<file path="src/rtl/regfile_write_queue_if.sv">
// Write-back queue bus: datapath request side, register-file write port side, bypass lookup.
interface regfile_write_queue_if #(
   parameter int unsigned DEPTH = 4,
   parameter int unsigned WIDTH = 64
);
   localparam int unsigned CNT_W = $clog2(DEPTH + 1);

   logic             in_valid;
   logic             in_ready;
   logic [4:0]       in_reg;
   logic [WIDTH-1:0] in_data;
   logic             stall;
   logic [4:0]       writeReg;
   logic [WIDTH-1:0] writeData;
   logic             regWrite;
   logic [4:0]       lookup_reg;
   logic             lookup_hit;
   logic [WIDTH-1:0] lookup_data;
   logic [CNT_W-1:0] count;

   // Driver of requests, stall and lookups (datapath / testbench side).
   modport master (
      output in_valid, in_reg, in_data, stall, lookup_reg,
      input  in_ready, writeReg, writeData, regWrite, lookup_hit, lookup_data, count
   );

   // The queue itself.
   modport slave (
      input  in_valid, in_reg, in_data, stall, lookup_reg,
      output in_ready, writeReg, writeData, regWrite, lookup_hit, lookup_data, count
   );
endinterface

</file>
<file path="src/rtl/regfile_write_queue.sv">
// In-order write-back queue feeding the register file write port, with youngest-match bypass.
module regfile_write_queue #(
   parameter int unsigned DEPTH    = 4,
   parameter int unsigned WIDTH    = 64,
   parameter int unsigned ZERO_REG = 31
) (
   input logic                  clk,
   input logic                  reset,
   regfile_write_queue_if.slave io_bus
);
   localparam int unsigned PTR_W = $clog2(DEPTH);
   localparam int unsigned CNT_W = $clog2(DEPTH + 1);
   localparam logic [4:0]  ZREG  = 5'(ZERO_REG);

   logic [WIDTH-1:0] r_data [DEPTH];
   logic [4:0]       r_reg  [DEPTH];
   logic [DEPTH-1:0] r_valid;
   logic [PTR_W-1:0] r_head;
   logic [PTR_W-1:0] r_tail;
   logic [CNT_W-1:0] r_count;

   logic             w_pop;
   logic             w_ready;
   logic             w_push;
   logic [CNT_W-1:0] w_count_d;
   logic [PTR_W-1:0] w_slot [DEPTH];
   logic             w_hit;
   logic [WIDTH-1:0] w_hit_data;

   // Handshake, write port and next count; zero-register requests are accepted but not stored.
   always_comb begin
      w_pop   = (r_count != '0) && !io_bus.stall;
      w_ready = (r_count < CNT_W'(DEPTH)) || w_pop;
      w_push  = io_bus.in_valid && w_ready && (io_bus.in_reg != ZREG);
      unique case ({w_push, w_pop})
         2'b10:   w_count_d = r_count + CNT_W'(1);
         2'b01:   w_count_d = r_count - CNT_W'(1);
         default: w_count_d = r_count;
      endcase
   end

   // Slot i holds the i-th oldest entry; scanning oldest to youngest lets the youngest match win.
   always_comb begin
      for (int i = 0; i < DEPTH; i++) begin
         w_slot[i] = r_head + PTR_W'(i);
      end
   end

   // Bypass lookup over every queued entry, including the head being written this cycle.
   always_comb begin
      w_hit      = 1'b0;
      w_hit_data = '0;
      if (io_bus.lookup_reg != ZREG) begin
         for (int i = 0; i < DEPTH; i++) begin
            if (r_valid[w_slot[i]] && (r_reg[w_slot[i]] == io_bus.lookup_reg)) begin
               w_hit      = 1'b1;
               w_hit_data = r_data[w_slot[i]];
            end
         end
      end
   end

   // Output drive; the write port is zeroed whenever no write is issued.
   always_comb begin
      io_bus.in_ready    = w_ready;
      io_bus.regWrite    = w_pop;
      io_bus.writeReg    = w_pop ? r_reg[r_head]  : '0;
      io_bus.writeData   = w_pop ? r_data[r_head] : '0;
      io_bus.lookup_hit  = w_hit;
      io_bus.lookup_data = w_hit_data;
      io_bus.count       = r_count;
   end

   // Queue state; push is applied after pop so a full queue can retire and refill one slot.
   always_ff @(posedge clk) begin
      if (!reset) begin
         r_head  <= '0;
         r_tail  <= '0;
         r_count <= '0;
         r_valid <= '0;
      end else begin
         if (w_pop) begin
            r_valid[r_head] <= 1'b0;
            r_head          <= r_head + PTR_W'(1);
         end
         if (w_push) begin
            r_valid[r_tail] <= 1'b1;
            r_reg[r_tail]   <= io_bus.in_reg;
            r_data[r_tail]  <= io_bus.in_data;
            r_tail          <= r_tail + PTR_W'(1);
         end
         r_count <= w_count_d;
      end
   end
endmodule

</file>
<file path="src/flat_wrapper.sv">
// flat-port wrapper written by rule: the top's interface ports become plain ports
module regfile_write_queue_flat 
#(
   parameter int unsigned DEPTH    = 4,
   parameter int unsigned WIDTH    = 64,
   parameter int unsigned ZERO_REG = 31
)
  (clk, reset, io_bus_in_valid, io_bus_in_reg, io_bus_in_data, io_bus_stall, io_bus_lookup_reg, io_bus_in_ready, io_bus_writeReg, io_bus_writeData, io_bus_regWrite, io_bus_lookup_hit, io_bus_lookup_data, io_bus_count);
  regfile_write_queue_if #(.DEPTH(DEPTH), .WIDTH(WIDTH)) io_bus_i ();
  input logic clk;
  input logic reset;
  input wire logic [$bits(io_bus_i.in_valid)-1:0] io_bus_in_valid;
  input wire logic [$bits(io_bus_i.in_reg)-1:0] io_bus_in_reg;
  input wire logic [$bits(io_bus_i.in_data)-1:0] io_bus_in_data;
  input wire logic [$bits(io_bus_i.stall)-1:0] io_bus_stall;
  input wire logic [$bits(io_bus_i.lookup_reg)-1:0] io_bus_lookup_reg;
  output wire logic [$bits(io_bus_i.in_ready)-1:0] io_bus_in_ready;
  output wire logic [$bits(io_bus_i.writeReg)-1:0] io_bus_writeReg;
  output wire logic [$bits(io_bus_i.writeData)-1:0] io_bus_writeData;
  output wire logic [$bits(io_bus_i.regWrite)-1:0] io_bus_regWrite;
  output wire logic [$bits(io_bus_i.lookup_hit)-1:0] io_bus_lookup_hit;
  output wire logic [$bits(io_bus_i.lookup_data)-1:0] io_bus_lookup_data;
  output wire logic [$bits(io_bus_i.count)-1:0] io_bus_count;
  assign io_bus_i.in_valid = io_bus_in_valid;
  assign io_bus_i.in_reg = io_bus_in_reg;
  assign io_bus_i.in_data = io_bus_in_data;
  assign io_bus_i.stall = io_bus_stall;
  assign io_bus_i.lookup_reg = io_bus_lookup_reg;
  assign io_bus_in_ready = io_bus_i.in_ready;
  assign io_bus_writeReg = io_bus_i.writeReg;
  assign io_bus_writeData = io_bus_i.writeData;
  assign io_bus_regWrite = io_bus_i.regWrite;
  assign io_bus_lookup_hit = io_bus_i.lookup_hit;
  assign io_bus_lookup_data = io_bus_i.lookup_data;
  assign io_bus_count = io_bus_i.count;
  regfile_write_queue #(.DEPTH(DEPTH), .WIDTH(WIDTH), .ZERO_REG(ZERO_REG)) u_core (.clk(clk), .reset(reset), .io_bus(io_bus_i));
endmodule
</file>
<file path="config.mk">
export PLATFORM = sky130hd
export DESIGN_NAME = regfile_write_queue_flat
export DESIGN_NICKNAME = d
export VERILOG_FILES = /design/src/rtl/regfile_write_queue_if.sv /design/src/rtl/regfile_write_queue.sv /design/src/flat_wrapper.sv
export SDC_FILE = /design/constraint.sdc
export NUM_CORES = 1
export LEC_CHECK = 0
export CAP_MARGIN = 40
export CELL_PAD_IN_SITES_DETAIL_PLACEMENT = 1
export CELL_PAD_IN_SITES_GLOBAL_PLACEMENT = 1
export CORE_ASPECT_RATIO = 0.7
export CORE_MARGIN = 4
export CORE_UTILIZATION = 51
export DETAILED_ROUTE_END_ITERATION = 7
export PLACE_DENSITY = 0.94
export SLEW_MARGIN = 20
export SYNTH_ARGS = -nofsm -noshare
export SYNTH_HDL_FRONTEND = slang
export SYNTH_SLANG_ARGS = --single-unit
</file>
<file path="constraint.sdc">
create_clock -name clk -period 15.32 [get_ports clk]
set_input_delay 3.064 -clock clk [delete_from_list [all_inputs] [get_ports clk]]
set_output_delay 3.064 -clock clk [all_outputs]
set_load 0.005 [all_outputs]
</file>
==> run summary <==
Status: finished, final reports clean
Relative slew margins: 36.2%
CP Class: primary input to output port
Layout Skew: 13.1 ps
Detailed-route wire length: 58300 µm
Final nets: 1639
CP cell instances: clkdlybuf4s50_1, xor2_1, o32ai_1, nand3b_1, a21oi_4, buf_4, buf_4, mux2_2, a211oi_1, a211oi_2, clkdlybuf4s50_1
Post-synthesis cell type count: 50
RSZ-0062 raised after global routing: false
Dpl cells: 1995
GPL Wtd Cong: 0.823
Layout fillers: 3409
Gr usage total: 28.2%
Die H: 170 µm
Grt met3 use: 4.73%
Pins over their slew limit: 0
Sequential fraction of the synthesis area: 44.8%
Post-DP HPWL: 37000 µm
Max reg flops: 256
Worst path max stage delay: 670 ps
Setup TNS: 0 ps
Largest net degree at the start of global routing: 137
Critical Path Fanout Max: 38
CP top delay family: buffers and inverters
Syn Area/Cell: 13.5 µm²
Row cnt: 58
Max-Cap Viols: 0
Grt total ovfl: 0
Synth warnings: 0
Global-route wire length before repair: 88700 µm
CP arrival: 7240 ps
Die ar.: 0.0406 mm²
DR WL/cell: 28.4 µm
Beginning of the critical path: io_bus_lookup_reg[4]
Worst IR Drop VDD: 0.159 mV
Residual DRC count: 0
Least-Margin Pin Slew: 958 ps
Final Hold Viols: 0
Post-synth top area cell: edfxtp_1
Fmax: 0.0970 GHz
Postcts setup bufs: 0
IO buf count: 216
Hold_buf cts: 0
Worst r2r src: u_core.io_bus.count[2]
Synthesized flop and latch total: 289
Clock-pin slew on the worst setup and hold paths: 60 ps
Fin crit share: 67.3%
Cell area after synthesis: 0.0191 mm²
ANT nets after route: 0
CTS resizes: 0
DR vias/cell: 6.60
Initial core utilization: 52.3%
Mapped Nets: 1496
Drt pass-1 iters: 5
Required @ worst endpoint: 12260 ps
Met2 usage in global routing: 48.6%
Number of global-route vias before repair: 14700
H-tree depth: 1
Final setup violation count: 0
Setup crit end kind: output port
Hold Crit Start: u_core.r_tail[1]
Pwr dens: 144 mW/mm²
Pre-CTS setup slack: 5040 ps
IO Pins: 217
Die X: 239 µm
Layout cell share with drive strength beyond 1: 27.9%
Leakage: 6.75 nW
Initial antenna violation count: 2
Fin crit period: 10310 ps
Total power: 3.24 mW
Area growth syn-to-layout: 18.3%
Clock sink total: 289
Starting DRT DRC Count: 1341
Critical path startpoint category: primary input
Final Non-Filler Cells: 2056
Synth top area cells: edfxtp_1 43%, mux4_2 17%, a211oi_2 6.0%
CTS Buf Count: 31
Clock root cell: clkbuf_16
Clk_lat worst skew: 580 ps
Buf/Inv on CP: 4
Post-synthesis cell count: 1408
Core ar.: 0.0364 mm²
Final worst slack: 5010 ps
Via count: 13600
Min Hold Slack: 577 ps
CTS tree: done
Clock Path Buffers: 3
Slowest CP cell: buf_4
Hold Path Class: register to register
Global routing's busiest layer: met2
Synth top area share: 43.5%
Met1 GRT Util: 37.1%
## layer usage
layer | wire (µm) | vias up
li1 | - | 5785
met1 | 23700 | 7106
met2 | 29500 | 571
met3 | 3810 | 111
met4 | 1360 | 2
met5 | 15 | -
## cell type report
cell class	count	area (µm²)	share of cell area, %
antenna	2	5.00	0.0222
clock buffer	35	791	3.50
clock inverter	21	201	0.893
inverter	10	37.5	0.166
multi-input combinational	974	9820	43.5
sequential	289	8560	37.9
tap	480	601	2.66
timing repair buffer	245	2550	11.3
## path summary, 6_finish.rpt
check                                              to  slack, ps  depth (start not counted)
worst min register to register       u_core.r_tail[1]        580                          2
worst max register to register   u_core.r_data[0][54]      12750                          6
worst min-delay path                 u_core.r_tail[1]        580                          2
worst max-delay path            io_bus_lookup_data[5]       5010                         11
## per-stage QoR
| step | util (%) | area [µm²] |
|---|---|---|
| global placement | 58.6 | 21300 |
| CTS | 61.7 | 22500 |
| global route | 61.9 | 22600 |
| detailed placement | 59.0 | 21500 |
| floorplan | - | 19100 |
| finish | 61.9 | 22600 |
## synthesized netlist by cell type, drive strengths merged
cell type  count
a311o          1
o21ai        126
o21a           1
nor3           3
a21boi         1
mux2i         78
edfxtp       276
nand2        142
buf           67
mux4         146
a211oi       124
inv           10
o211ai         1
clkbuf        68
o32ai          2
nand2b         1
ha             9
nand4          4
nand3          5
a21oi          5
nor2b         69
nand3b         2
and3           6
and2          74
or3            1
a31oi          1
nor3b          1
fa             1
o22ai          1
dfxtp         13
xnor2         21
a21o           1
nor2           8
a22oi          5
xor2           8
mux2         126
## cells in the final DEF, fill, tap and decap left out, drive strengths merged, types with 2 or more instances in the layout
| cell | Yosys | final |
|---|---|---|
| a211oi | 124 | 124 |
| clkdlybuf4s50 | 0 | 216 |
| xnor2 | 21 | 21 |
| a21oi | 5 | 5 |
| clkinv | 0 | 15 |
| mux2 | 126 | 126 |
| buf | 67 | 29 |
| xor2 | 8 | 8 |
| nor2b | 69 | 69 |
| nand3 | 5 | 5 |
| nand4 | 4 | 4 |
| clkbuf | 68 | 35 |
| dfxtp | 13 | 13 |
| inv | 10 | 11 |
| edfxtp | 276 | 276 |
| mux4 | 146 | 146 |
| nor3 | 3 | 3 |
| a22oi | 5 | 5 |
| nor2 | 8 | 8 |
| ha | 9 | 9 |
| nand3b | 2 | 2 |
| and2 | 74 | 74 |
| o32ai | 2 | 2 |
| diode | 0 | 2 |
| bufinv | 0 | 4 |
| mux2i | 78 | 78 |
| nand2 | 142 | 142 |
| o21ai | 126 | 126 |
| and3 | 6 | 6 |
## cell families after synthesis
logic type	after synthesis	synth area share (%)
fa+ha+maj	10	0.695
compound gates	269	11.3
xor+xnor	29	1.33
flops	289	44.8
simple gates	316	8.40
buf+inv	145	4.01
mux	350	29.4
## power breakdown
group	internal [mW]	total, mW	switching [mW]
combinational	0.736	1.50	0.769
clock	0.435	0.752	0.318
sequential	0.913	0.986	0.0728
total	2.08	3.24	1.16
## worst register-to-register path, delay by kind of cell, from the launching register on
| kind | cells | cell delay, ps |
|---|---|---|
| buffers and inverters | 2 | 880 |
| and+or+nand+nor | 3 | 790 |
| DFF | 1 | 350 |
| AOI/OAI and AO/OA | 1 | 150 |
No activity file was read; power rests on OpenSTA's default activity.
